==> src/rtl/instr_mem_arbiter_pkg.sv <==
// Shared types for the instruction-memory arbiter: address/instruction words,
// fetcher and arbiter-channel state encodings.
package instr_mem_arbiter_pkg;

    localparam int INSTRUCTION_MEMORY_ADDRESS_WIDTH = 8;
    localparam int INSTRUCTION_WIDTH                = 32;

    typedef logic [INSTRUCTION_MEMORY_ADDRESS_WIDTH-1:0] instruction_memory_address_t;
    typedef logic [INSTRUCTION_WIDTH-1:0]                instruction_t;

    typedef enum logic [2:0] {
        FETCHER_IDLE     = 3'b000,
        FETCHER_FETCHING = 3'b001,
        FETCHER_FETCHED  = 3'b010
    } fetcher_state_t;

    typedef enum logic [1:0] {
        ARB_IDLE     = 2'b00,
        ARB_WAITING  = 2'b01,
        ARB_RELAYING = 2'b10,
        ARB_DONE     = 2'b11
    } arb_channel_state_t;

    // Index width that stays legal when there is only one consumer.
    function automatic int idx_width(input int n);
        return (n > 1) ? $clog2(n) : 1;
    endfunction

endpackage

==> src/rtl/instr_mem_channel.sv <==
// One instruction-memory read channel: owns a granted consumer from grant
// until that consumer drops its request.
//   state        | meaning
//   ARB_IDLE     | free; accepts a grant from the top-level arbiter
//   ARB_WAITING  | request on memory, waiting for mem_read_ready
//   ARB_RELAYING | data returned to consumer this cycle
//   ARB_DONE     | waiting for the consumer to drop valid
module instr_mem_channel
    import instr_mem_arbiter_pkg::*;
#(
    parameter int NUM_CONSUMERS = 4,
    parameter int ADDR_WIDTH    = INSTRUCTION_MEMORY_ADDRESS_WIDTH,
    parameter int DATA_WIDTH    = INSTRUCTION_WIDTH,
    localparam int IDX_W        = idx_width(NUM_CONSUMERS)
) (
    input  logic                  clk,
    input  logic                  reset,
    input  logic                  grant_valid,
    input  logic [IDX_W-1:0]      grant_idx,
    input  logic [ADDR_WIDTH-1:0] grant_address,
    input  logic                  granted_consumer_valid,
    input  logic                  mem_read_ready,
    input  logic [DATA_WIDTH-1:0] mem_read_data,
    output logic                  idle,
    output logic [IDX_W-1:0]      granted_idx,
    output logic                  mem_read_valid,
    output logic [ADDR_WIDTH-1:0] mem_read_address,
    output logic                  ret_valid,
    output logic [DATA_WIDTH-1:0] ret_data
);

    arb_channel_state_t    state_q, state_d;
    logic [IDX_W-1:0]      idx_q, idx_d;
    logic                  mem_valid_q, mem_valid_d;
    logic [ADDR_WIDTH-1:0] mem_addr_q, mem_addr_d;

    always_comb begin
        state_d     = state_q;
        idx_d       = idx_q;
        mem_valid_d = mem_valid_q;
        mem_addr_d  = mem_addr_q;
        ret_valid   = 1'b0;
        case (state_q)
            ARB_IDLE: begin
                if (grant_valid) begin
                    idx_d       = grant_idx;
                    mem_addr_d  = grant_address;
                    mem_valid_d = 1'b1;
                    state_d     = ARB_WAITING;
                end
            end
            ARB_WAITING: begin
                if (mem_read_ready) begin
                    ret_valid   = 1'b1;
                    mem_valid_d = 1'b0;
                    state_d     = ARB_RELAYING;
                end
            end
            ARB_RELAYING: state_d = ARB_DONE;
            // Holding here until valid drops keeps a stale request from being re-granted.
            ARB_DONE: begin
                if (!granted_consumer_valid) begin
                    state_d = ARB_IDLE;
                end
            end
            default: state_d = ARB_IDLE;
        endcase
    end

    always_ff @(posedge clk) begin
        if (reset) begin
            state_q     <= ARB_IDLE;
            idx_q       <= '0;
            mem_valid_q <= 1'b0;
            mem_addr_q  <= '0;
        end else begin
            state_q     <= state_d;
            idx_q       <= idx_d;
            mem_valid_q <= mem_valid_d;
            mem_addr_q  <= mem_addr_d;
        end
    end

    assign idle             = (state_q == ARB_IDLE);
    assign granted_idx      = idx_q;
    assign mem_read_valid   = mem_valid_q;
    assign mem_read_address = mem_addr_q;
    assign ret_data         = mem_read_data;

endmodule

==> src/rtl/instr_mem_arbiter.sv <==
// Arbitrates per-warp instruction fetches onto NUM_CHANNELS memory read channels.
// Define INSTR_MEM_ARB_ROUND_ROBIN_EN for round-robin; default is fixed priority.
module instr_mem_arbiter
    import instr_mem_arbiter_pkg::*;
#(
    parameter int NUM_CONSUMERS = 4,
    parameter int NUM_CHANNELS  = 1,
    parameter int ADDR_WIDTH    = INSTRUCTION_MEMORY_ADDRESS_WIDTH,
    parameter int DATA_WIDTH    = INSTRUCTION_WIDTH
) (
    input  logic                                     clk,
    input  logic                                     reset,
    input  logic [NUM_CONSUMERS-1:0]                 consumer_read_valid,
    input  logic [NUM_CONSUMERS-1:0][ADDR_WIDTH-1:0] consumer_read_address,
    output logic [NUM_CONSUMERS-1:0]                 consumer_read_ready,
    output logic [NUM_CONSUMERS-1:0][DATA_WIDTH-1:0] consumer_read_data,
    output logic [NUM_CHANNELS-1:0]                  mem_read_valid,
    output logic [NUM_CHANNELS-1:0][ADDR_WIDTH-1:0]  mem_read_address,
    input  logic [NUM_CHANNELS-1:0]                  mem_read_ready,
    input  logic [NUM_CHANNELS-1:0][DATA_WIDTH-1:0]  mem_read_data
);

    localparam int IDX_W = idx_width(NUM_CONSUMERS);

    logic [NUM_CHANNELS-1:0]                 ch_idle, ch_grant_valid, ch_cons_valid, ch_ret_valid;
    logic [NUM_CHANNELS-1:0][IDX_W-1:0]      ch_idx, ch_grant_idx;
    logic [NUM_CHANNELS-1:0][ADDR_WIDTH-1:0] ch_grant_addr;
    logic [NUM_CHANNELS-1:0][DATA_WIDTH-1:0] ch_ret_data;
    logic [NUM_CONSUMERS-1:0]                held_mask;

    logic [NUM_CONSUMERS-1:0]                 ready_q, ready_d;
    logic [NUM_CONSUMERS-1:0][DATA_WIDTH-1:0] data_q, data_d;
`ifdef INSTR_MEM_ARB_ROUND_ROBIN_EN
    logic [IDX_W-1:0] rr_ptr_q, rr_ptr_d;
`endif

    always_comb begin
        held_mask = '0;
        for (int ch = 0; ch < NUM_CHANNELS; ch++) begin
            if (!ch_idle[ch]) begin
                held_mask[ch_idx[ch]] = 1'b1;
            end
        end
    end

    // Idle channels claim consumers in ascending channel order so no consumer is granted twice.
    always_comb begin
        logic [NUM_CONSUMERS-1:0] claimed;
        logic                     found;
        int                       cand;
        logic [IDX_W-1:0]         cidx;
        claimed        = held_mask;
        found          = 1'b0;
        cand           = 0;
        cidx           = '0;
        ch_grant_valid = '0;
        ch_grant_idx   = '0;
        ch_grant_addr  = '0;
`ifdef INSTR_MEM_ARB_ROUND_ROBIN_EN
        rr_ptr_d = rr_ptr_q;
`endif
        for (int ch = 0; ch < NUM_CHANNELS; ch++) begin
            found = 1'b0;
            if (ch_idle[ch]) begin
                for (int k = 0; k < NUM_CONSUMERS; k++) begin
`ifdef INSTR_MEM_ARB_ROUND_ROBIN_EN
                    cand = int'(rr_ptr_q) + k;
                    if (cand >= NUM_CONSUMERS) begin
                        cand = cand - NUM_CONSUMERS;
                    end
`else
                    cand = k;
`endif
                    cidx = IDX_W'(cand);
                    if (!found && consumer_read_valid[cidx] && !claimed[cidx]) begin
                        found              = 1'b1;
                        claimed[cidx]      = 1'b1;
                        ch_grant_valid[ch] = 1'b1;
                        ch_grant_idx[ch]   = cidx;
                        ch_grant_addr[ch]  = consumer_read_address[cidx];
`ifdef INSTR_MEM_ARB_ROUND_ROBIN_EN
                        rr_ptr_d = (cand == NUM_CONSUMERS - 1) ? '0 : IDX_W'(cand + 1);
`endif
                    end
                end
            end
        end
    end

    for (genvar g = 0; g < NUM_CHANNELS; g++) begin : g_channel
        assign ch_cons_valid[g] = consumer_read_valid[ch_idx[g]];

        instr_mem_channel #(
            .NUM_CONSUMERS(NUM_CONSUMERS),
            .ADDR_WIDTH   (ADDR_WIDTH),
            .DATA_WIDTH   (DATA_WIDTH)
        ) u_channel (
            .clk                   (clk),
            .reset                 (reset),
            .grant_valid           (ch_grant_valid[g]),
            .grant_idx             (ch_grant_idx[g]),
            .grant_address         (ch_grant_addr[g]),
            .granted_consumer_valid(ch_cons_valid[g]),
            .mem_read_ready        (mem_read_ready[g]),
            .mem_read_data         (mem_read_data[g]),
            .idle                  (ch_idle[g]),
            .granted_idx           (ch_idx[g]),
            .mem_read_valid        (mem_read_valid[g]),
            .mem_read_address      (mem_read_address[g]),
            .ret_valid             (ch_ret_valid[g]),
            .ret_data              (ch_ret_data[g])
        );
    end

    always_comb begin
        ready_d = '0;
        data_d  = data_q;
        for (int ch = 0; ch < NUM_CHANNELS; ch++) begin
            if (ch_ret_valid[ch]) begin
                ready_d[ch_idx[ch]] = 1'b1;
                data_d[ch_idx[ch]]  = ch_ret_data[ch];
            end
        end
    end

    always_ff @(posedge clk) begin
        if (reset) begin
            ready_q  <= '0;
            data_q   <= '0;
`ifdef INSTR_MEM_ARB_ROUND_ROBIN_EN
            rr_ptr_q <= '0;
`endif
        end else begin
            ready_q  <= ready_d;
            data_q   <= data_d;
`ifdef INSTR_MEM_ARB_ROUND_ROBIN_EN
            rr_ptr_q <= rr_ptr_d;
`endif
        end
    end

    assign consumer_read_ready = ready_q;
    assign consumer_read_data  = data_q;

endmodule

==> config.mk <==
export PLATFORM = sky130hd
export DESIGN_NAME = instr_mem_arbiter
export DESIGN_NICKNAME = d
export VERILOG_FILES = /design/src/rtl/instr_mem_arbiter_pkg.sv /design/src/rtl/instr_mem_channel.sv /design/src/rtl/instr_mem_arbiter.sv
export SDC_FILE = /design/constraint.sdc
export NUM_CORES = 1
export LEC_CHECK = 0
export BUFFER_PORTS_ARGS = -buffer_cell sky130_fd_sc_hd__buf_2
export CORE_ASPECT_RATIO = 1.1
export CORE_MARGIN = 3
export CORE_UTILIZATION = 30
export DETAILED_ROUTE_END_ITERATION = 8
export PLACE_DENSITY = 0.6
export SYNTH_ARGS = -nofsm -noshare
export SYNTH_HDL_FRONTEND = slang
export SYNTH_SLANG_ARGS = --single-unit
==> constraint.sdc <==
create_clock -name clk -period 2.7 [get_ports clk]
set_clock_uncertainty 0.2 [all_clocks]
set_input_delay 0.54 -clock clk [delete_from_list [all_inputs] [get_ports clk]]
set_output_delay 0.54 -clock clk [all_outputs]
set_load 0.1 [all_outputs]
======== Yosys cells after proc, flatten, opt, wreduce, memory -nomap -nowiden ========
Index checks and enable logic that the tools add are counted.
Widths: inputs -> output; s select.
word-level totals
  register bits after elaboration ......... 145
  input bits .............................. 71
  output and inout port bits .............. 141
  word-level logic and storage cells ...... 73
operators by class
  reduce and logical (&&, ||, !) cells .... 21
  equality and inequality tests ........... 6
  muxes and demuxes ....................... 34
  bitwise gates (word level) .............. 1
  $lt $le $gt $ge ......................... 2
operators with widths
  operator            number
  $bwmux 128          1
  $demux 32 s2        1
  $mux 32             1
  $mux 8              4
  $mux 1              17
  $mux 2              5
  $logic_and 1x1->1   8
  $pmux 2 s4          1
  $logic_not 1->1     7
  $reduce_and 3->1    2
  $eq 2x2->1 const B  2
  $mux 4              1
  $ne 2x2->1 const B  2
  $lt 2x3->1 const B  1
  $bmux 1 s2          1
  $demux 1 s2         1
  $eq 2x1->1 const B  1
  $ge 2x1->1 const B  1
  $logic_not 2->1     1
  $ne 2x1->1 const B  1
  $pmux 1 s2          1
  $reduce_and 2->1    1
  $reduce_bool 2->1   1
  $reduce_or 2->1     1
  $not 1->1           1

======== Longest topological paths before layout ========
Gate-level depths: netlist of the first run.
  depth in word-level cells ............... 26
  mapped depth ............................ 8

======== Hierarchy ========
From an unflattened synthesis of the first run, not the netlist that was laid out.
second synthesis, totals
  cell total of the unflattened synthesis .. 725
  area, all modules ....................... 5,706.7 sq um
by module, submodules not included
  module             instances  sequential area each (sq um)  area an instance (sq um)  cells each
  instr_mem_arbiter  1          2,642.5                       4,894.7                   624
  instr_mem_channel  1          260.2                         812.0                     101

======== Worst setup path before layout of the first run ========
No wires, ideal clock.
  path type ............................... input to register
  from .................................... input port consumer_read_valid[0]
  to ...................................... register g_channel[0].u_channel.state_q[0]
  arrival ................................. 1,574 ps
  stages .................................. 6
  setup slack ............................. 795 ps
  setup time .............................. 131 ps
  buffers on the path ..................... 1
  cell sequence ........................... buf_2 > mux4_2 > nand2_1 > o21ai_1 > o21ai_0 > o41ai_2
between the ends
  cells in the longest elaborated chain, start to end .. 20
RTL lines
  element                                line                     source
  start: declaration                     instr_mem_arbiter.sv:13  input logic [NUM_CONSUMERS-1:0] consumer_read_valid,
  $logic_and 1x1->1                      instr_mem_arbiter.sv:75  if (!found && consumer_read_valid[cidx] && !claimed[cidx]) begin
  $mux 1                                 instr_mem_arbiter.sv:75
  $mux 1                                 instr_mem_arbiter.sv:64  if (ch_idle[ch]) begin
  $logic_not 1->1                        instr_mem_arbiter.sv:75
  $logic_and 1x1->1 (2 in series)        instr_mem_arbiter.sv:75
  $mux 1                                 instr_mem_arbiter.sv:75
  $mux 1                                 instr_mem_arbiter.sv:64
  $logic_not 1->1                        instr_mem_arbiter.sv:75
  $logic_and 1x1->1 (2 in series)        instr_mem_arbiter.sv:75
  $mux 1                                 instr_mem_arbiter.sv:75
  $mux 1                                 instr_mem_arbiter.sv:64
  $logic_not 1->1                        instr_mem_arbiter.sv:75
  $logic_and 1x1->1 (2 in series)        instr_mem_arbiter.sv:75
  $mux 1                                 instr_mem_arbiter.sv:75
  $mux 1                                 instr_mem_arbiter.sv:64
  $ne 2x1->1 (no source line)            n/a
  $reduce_and 3->1 (no source line) (*)  n/a
  end signal: assignment                 instr_mem_channel.sv:77  state_q <= state_d;
  end: declaration                       instr_mem_channel.sv:32  arb_channel_state_t state_q, state_d;
Every way passes the cells marked *; elsewhere a longest branch is shown, timed or not. The select of a mux whose other input is x is not followed.
A chain may end at the register's enable or synchronous reset.

======== Worst setup path in the final report of the first run ========
  from .................................... register g_channel[0].u_channel.state_q[0]
  to ...................................... register g_channel[0].u_channel.mem_addr_q[6]
between the ends
  cells in the longest elaborated chain, start to end .. 22
RTL lines
  element                            line                                              source
  $logic_not 2->1 (*)                instr_mem_channel.sv:43, instr_mem_channel.sv:84
  $mux 4                             instr_mem_arbiter.sv:40                           if (!ch_idle[ch]) begin
  $logic_not 1->1                    instr_mem_arbiter.sv:75
  $logic_and 1x1->1                  instr_mem_arbiter.sv:75
  $mux 1                             instr_mem_arbiter.sv:75
  $mux 1                             instr_mem_arbiter.sv:64
  $logic_not 1->1                    instr_mem_arbiter.sv:75
  $logic_and 1x1->1 (2 in series)    instr_mem_arbiter.sv:75
  [3 not listed]                     n/a
  $logic_and 1x1->1 (2 in series)    instr_mem_arbiter.sv:75
  $mux 1                             instr_mem_arbiter.sv:75
  $mux 1                             instr_mem_arbiter.sv:64
  $logic_not 1->1                    instr_mem_arbiter.sv:75
  $logic_and 1x1->1 (2 in series)    instr_mem_arbiter.sv:75
  $mux 1                             instr_mem_arbiter.sv:75
  $mux 1                             instr_mem_arbiter.sv:64
  $reduce_and 2->1 (no source line)  n/a
  end signal: assignment             instr_mem_channel.sv:80                           mem_addr_q <= mem_addr_d;
  end: declaration                   instr_mem_channel.sv:35                           logic [ADDR_WIDTH-1:0] mem_addr_q, mem_addr_d;
Marks and branches as above.

==> summary.md, run 1 <==
| Metric | Value |
|---|---|
| Tightest Pin Transition | `between 0.6 and 0.7 ns` |
| CTS tree | `built` |
| Area of the multi-input gates | `around 2300 µm²` |
| Mapped Area | `between 5000 and 6000 µm²` |
| # DRC | `0` |
| # clock sinks | `around 150` |
| GRT met1 Usage | `a little over a fifth` |
| H-tree depth | `4` |
| First-pass GRT wire length | `approximately 27 mm` |
| Wire length per cell | `roughly 15 µm` |
| Max clock buf depth | `2` |
| Gr usage total | `17.3%` |
| Core footprint | `between 15000 and 20000 µm²` |
| Synth warnings | `0` |
| Rows | `50` |
| Tmin final | `about 2.3 ns` |
| Syn_area_per_cell | `just under 8 µm²` |
| GR Util met3 | `5.03%` |
| Skew-Pair Late Insertion Delay | `around 0.4 ns` |
| Syn nets | `approximately 760` |
| Mapped Cells | `about 700` |
| Synth Area in Simple Gates | `22.7%` |
| Power density over the cells | `1010 nW/µm²` |
| Final non-filler cell area | `roughly 7300 µm²` |
| Area grow syn2layout | `35.2%` |
| Total CTS buffers | `17` |
| DIE AREA | `19700 µm²` |
| Leak | `around 3.1 nW` |
| DPL Wire Length | `approximately 12 mm` |
| Post-synthesis cell type count | `39` |
| Post-synthesis mux area share | `less than 1%` |
| Final nets | `956` |
| Area share of the leading cell type in the synthesized netlist | `a little over half` |
| Starting DRT DRC Count | `~280` |
| Fraction of layout instances using a drive strength above 1 | `between 30 and 40%` |
| Post-cts gate resize count | `0` |
| Main combinational cell family by area after synthesis | `simple AND/OR/NAND/NOR gates` |
| Slew headroom | `a little under three fifths` |
| DP Area | `roughly 6700 µm²` |
| CTS Root Cell | `clkbuf_16` |
| Gr busiest metal | `met2` |
| EDFF count, synth | `0` |
| GPL Wtd Cong | `~0.76` |
| Die Height | `about 150 µm` |
| Final period utilization | `a little over four fifths` |
| CP Data Arrival Time | `between 2 and 2.5 ns` |
| Clk pin slew, worst setup/hold paths | `roughly 0.060 ns` |
| Ys async rst share | `0%` |
| Commonest cells in the netlist | `nand2_1 (278), dfxtp_1 (145), a21oi_1 (129)` |
| Remaining Overflow, GRT | `0` |
| Antenna-violating nets left | `0` |
| Worst hold path type | `input port to flip-flop` |
| Port Buffers | `around 210` |
| DRT Pass-1 Iters | `4` |
| Post-synthesis adder-cell area fraction | `between 1 and 1.5%` |
| Postcts setup bufs | `0` |
| Worst path required time | `about 2.8 ns` |
| M2 GR Usage | `between 20% and 30%` |
| Post-synthesis sequential area ratio | `between 50% and 60%` |
| Ys flop type | `dfxtp_1` |
| Startpoint Class | `flip-flop` |
| Outcome | `completed` |
| Yosys reg bits | `145` |
| Register area | `slightly below 3000 µm²` |
| Compound-Gate Fraction of Synth Area | `between 10% and 20%` |
| Setup TNS | `0 ns` |
| Setup violators final | `0` |
| Leading area contributor after synthesis | `dfxtp_1` |
| Cts hold-fix bufs | `0` |
| Most common cell in the synthesized netlist | `nand2_1` |
| Starting Density | `31.2%` |
| Worst-path fanout max | `11` |
| Slew Limit Fails | `0` |
| VDD IR max | `around 0.80 mV` |
| Top post-synthesis cells by area | `dfxtp_1 (54%), nand2_1 (19%), a21oi_1 (12%), clkbuf_1 (2.4%), nor2_1 (1.5%)` |
| Vias in the first global route | `about 4900` |
| Initial antenna violation count | `0` |
| WL final | `about 17 mm` |
| Unrepaired setup endpoints after global routing | `false` |
| ANT cells | `0` |
| Max Fclk | `about 0.44 GHz` |
| CP Capture Type | `flip-flop` |
| Vias | `~5200` |
| Drt via density | `~4.7` |
| Xor/xnor share of the synthesized area | `0%` |
| IO Pins | `212` |
| Critical path class | `flip-flop to flip-flop` |
| FILL cells | `roughly 1800` |
| Largest net degree at the start of global routing | `58` |
| Max-Cap Viols | `0` |
| Hold Vio Cnt, Final | `0` |
| Die W | `approximately 130 µm` |
[cells in the final DEF, fill, tap and decap left out, drive strengths merged]
cell,instances
clkinvlp,4
nor3,5
o311ai,1
bufinv,2
inv,7
clkbuf,20
nand2,278
a311oi,8
or3,2
a21oi,130
and3,1
a31oi,1
nor2b,1
nand3,1
o41a,1
o41ai,3
nand4,1
nand3b,2
ha,5
nor2,21
a221oi,8
o21ai,6
a211oi,1
a21boi,3
buf,227
nand2b,2
clkinv,3
nand4b,1
mux4,1
mux2i,1
dfxtp,145
[cell type report]
| cell class | count | area share [%] |
|---|---|---|
| Clock buffer | 20 | 6.38 |
| Timing Repair Buffer | 227 | 16.5 |
| Clock inverter | 11 | 1.78 |
| Multi-Input combinational cell | 484 | 31.4 |
| Tap cell | 234 | 4.01 |
| Sequential cell | 145 | 39.7 |
| Inverter | 5 | 0.257 |
[kinds of logic after synthesis]
| logic type | Yosys count |
|---|---|
| AO/OA/AOI/OAI | 162 |
| adder cells (fa/ha/maj) | 5 |
| flip-flops | 145 |
| buffers and inverters | 54 |
| multiplexers | 2 |
| AND/OR/NAND/NOR | 315 |
[metal layers]
layer  wire length [µm]  vias to the layer above
met4                450                        0
li1                   -                     2644
met2               8050                      181
met3               1250                       34
met1               7550                     2383
met5                  0                        -
[registers in the layout, indices dropped and copies added (netlist names)]
register / flops
consumer_read_data: 128
g_channel.u_channel.mem_read_address: 8
consumer_read_ready: 4
g_channel.u_channel.granted_idx: 2
g_channel.u_channel.state_q: 2
g_channel.u_channel.mem_read_valid: 1
[critical path: stages, from the launching register on]
cell and delay (ns):
dfxtp_1 0.33, inv_1 0.13, ha_1 0.43, nor2_1 0.12, a21boi_1 0.54, a221oi_1 0.18
a311oi_1 0.25
[final timing paths]
path | slack, ns | start | cells past startpoint | to
setup reg to reg | 0.43 | g_channel[0].u_channel.state_q[0] | 6 | g_channel[0].u_channel.mem_read_address[6]
setup / recovery | 0.43 | g_channel[0].u_channel.state_q[0] | 6 | g_channel[0].u_channel.mem_read_address[6]
hold reg to reg | 0.25 | consumer_read_data[2] | 2 | consumer_read_data[2]
hold / removal | 0.18 | consumer_read_address[26] | 3 | g_channel[0].u_channel.mem_read_address[2]
[per-stage QoR]
| stage | hold slack, ns | worst slack (ns) | cells | total power, mW | util (%) |
|---|---|---|---|---|---|
| floorplan | 0.417 | 0.795 | 683 | 4.56 | - |
| global placement | 0.239 | 0.490 | 1095 | 5.05 | 38.7 |
| detailed placement | 0.244 | 0.445 | 1095 | 5.05 | 38.7 |
| CTS | 0.159 | 0.451 | 1126 | 7.43 | 42.2 |
| global route | 0.175 | 0.206 | 1126 | 7.67 | 42.2 |
| finish | 0.184 | 0.434 | 1126 | 7.35 | 42.2 |
[report_power, final]
group          internal, mW  switching [mW]
registers              2.35           0.145
clock network          1.44           0.919
logic                 0.468            2.03
Power figures use the tool's default switching activity.
==> run 2: changes to the inputs <==
Clock period 2.7 ns to 2.3 ns, I/O delays scaled along.
==> summary.md, run 2 (same netlist as run 1, synthesis figures left out) <==
| Metric | Value |
|---|---|
| Psw | `between 3 and 4 mW` |
| Slew headroom | `between 60% and 70%` |
| Worst r2r src | `g_channel[0].u_channel.state_q[0]` |
| Starting Density | `between 30% and 40%` |
| Total CTS buffers | `17` |
| Core footprint | `17300 µm²` |
| Slew Limit Fails | `0` |
| DIE AREA | `slightly below 20000 µm²` |
| Outcome | `completed` |
| Part of the power in registers | `34.2%` |
| Area of the multi-input gates | `roughly 2300 µm²` |
| Worst setup path endpoint | `g_channel[0].u_channel.mem_read_address[5]` |
| Design Power | `roughly 8.6 mW` |
| # clock sinks | `approximately 150` |
| Switching Fraction | `42.1%` |
| IO Pins | `approximately 210` |
| R2R Path End | `g_channel[0].u_channel.mem_read_address[5]` |
| Worst hold start | `consumer_read_address[30]` |
| Port Buffers | `between 200 and 250` |
| Startpoint Class | `flip-flop` |
| Worst hold path type | `input port to flip-flop` |
| Setup TNS | `0 ns` |
| Register area | `between 2000 and 3000 µm²` |
| Power density over the cells | `approximately 1200 nW/µm²` |
| # DRC | `0` |
| Clk pin slew, worst setup/hold paths | `roughly 0.060 ns` |
| Tightest Pin Transition | `0.524 ns` |
| Unrepaired setup endpoints after global routing | `false` |
| Hold Vio Cnt, Final | `0` |
| Largest net degree at the start of global routing | `around 40` |
| Vias in the first global route | `~5000` |
| Die W | `around 130 µm` |
| Clock power share | `between 30% and 40%` |
| Fraction of layout instances using a drive strength above 1 | `a little under a third` |
| Skew-Pair Late Insertion Delay | `about 0.42 ns` |
| H-tree depth | `4` |
| VDD IR max | `roughly 0.89 mV` |
| Final period utilization | `between 90% and 100%` |
| Remaining Overflow, GRT | `0` |
| P_int | `4.97 mW` |
| CTS Root Cell | `clkbuf_16` |
| Drt via density | `approximately 4.7` |
| Critical Path Start | `g_channel[0].u_channel.state_q[0]` |
| CTS tree | `built` |
| Max Fclk | `~0.46 GHz` |
| Starting DRT DRC Count | `between 200 and 250` |
| Number of cells on the worst reg-to-reg path | `7` |
| Initial antenna violation count | `0` |
| ANT cells | `0` |
| GPL Wtd Cong | `a little under 0.8` |
| CP Capture Type | `flip-flop` |
| Final nets | `961` |
| Critical path class | `flip-flop to flip-flop` |
| Worst-path fanout max | `9` |
| Most frequent cells in the layout | `nand2_1 (278), buf_2 (210), dfxtp_1 (145), a21oi_1 (129), nor2_1 (18)` |
| DRT Pass-1 Iters | `4` |
| R2r setup slk | `about 0.15 ns` |
| Setup violators final | `0` |
| CP Data Arrival Time | `2.24 ns` |
| DPL Wire Length | `12.2 mm` |
| Wire length per cell | `15.3 µm` |
| WL final | `17.3 mm` |
| Most common library cell in the layout ignoring fill and taps | `nand2_1` |
| Worst path required time | `between 2 and 2.5 ns` |
| Leak | `around 3.1 nW` |
| Antenna-violating nets left | `0` |
| Max-Cap Viols | `0` |
| Gate power share | `a little over a third` |
| Number of flip-flops in the largest register | `128` |
| Vias | `about 5300` |
| First-pass GRT wire length | `about 27 mm` |
| FILL cells | `~1800` |
| Area grow syn2layout | `36.1%` |
| Rows | `50` |
| Max clock buf depth | `2` |
| Die Height | `around 150 µm` |
| Tmin final | `2.15 ns` |
| Gr usage total | `around 17%` |
## run 2: layer usage
layer | track usage [%] | vias up | share of wire [%]
met5 | 0 | - | 0
met4 | 5.71 | 0 | 1.8
met3 | 5.62 | 18 | 7.5
met2 | 28.7 | 175 | 48
met1 | 21.4 | 2440 | 43
li1 | - | 2661 | -
## run 2: worst min path at each step
stage / end / slack [ns] / depth (start not counted)
after global routing: g_channel[0].u_channel.mem_read_address[4] / 0.08 / 3
after global placement: consumer_read_data[4] / 0.24 / 2
after floorplan: g_channel[0].u_channel.mem_read_valid / 0.39 / 1
final: g_channel[0].u_channel.mem_read_address[6] / 0.1 / 3
after CTS: g_channel[0].u_channel.mem_read_address[6] / 0.08 / 3
after detailed placement: consumer_read_data[126] / 0.24 / 2
## run 2: stage by stage
stage          cell area, µm²  hold WS (ns)  utilization [%]  setup WS (ns)  instances
6_report                 7360        0.0971             42.5          0.148       1132
5_1_grt                  7360        0.0833             42.5       0.000942       1132
4_1_cts                  7350        0.0806             42.4          0.144       1132
3_5_place_dp             6790         0.243             39.2          0.146       1100
3_3_place_gp             6790         0.239             39.2          0.216       1100
2_1_floorplan            5410         0.395                -          0.398        683
## run 2: cell type report
| cell class | count | share of cell area [%] |
|---|---|---|
| well taps | 234 | 3.98 |
| repair buffers | 232 | 17.4 |
| clock inverters | 11 | 1.55 |
| multi-input cells | 484 | 31.3 |
| clock buffers | 21 | 6.12 |
| inverters | 5 | 0.255 |
| flip-flops and latches | 145 | 39.4 |
## run 2: critical path, stage by stage, from the launching register on
cell      delay (ns)
dfxtp_1         0.36
inv_1           0.10
ha_1            0.31
nor2_2          0.18
nand2_1         0.07
and3_1          0.29
a221oi_1        0.38
a311oi_1        0.14
## run 2: repair_timing
item	4_1_cts	5_1_grt
setup endpoints to repair	0	1
buffers inserted	0	0
hold buffers	0	0
gates resized for setup	0	2
## run 2: power groups by stage
stage               registers, mW  logic, mW  clock network, mW
finish                       2.94       2.99               2.65
global route                 2.97       3.16               2.83
CTS                          2.93       3.00               2.71
detailed placement           2.98       3.00                  0
global placement             2.99       2.99                  0
floorplan                    4.50      0.854                  0
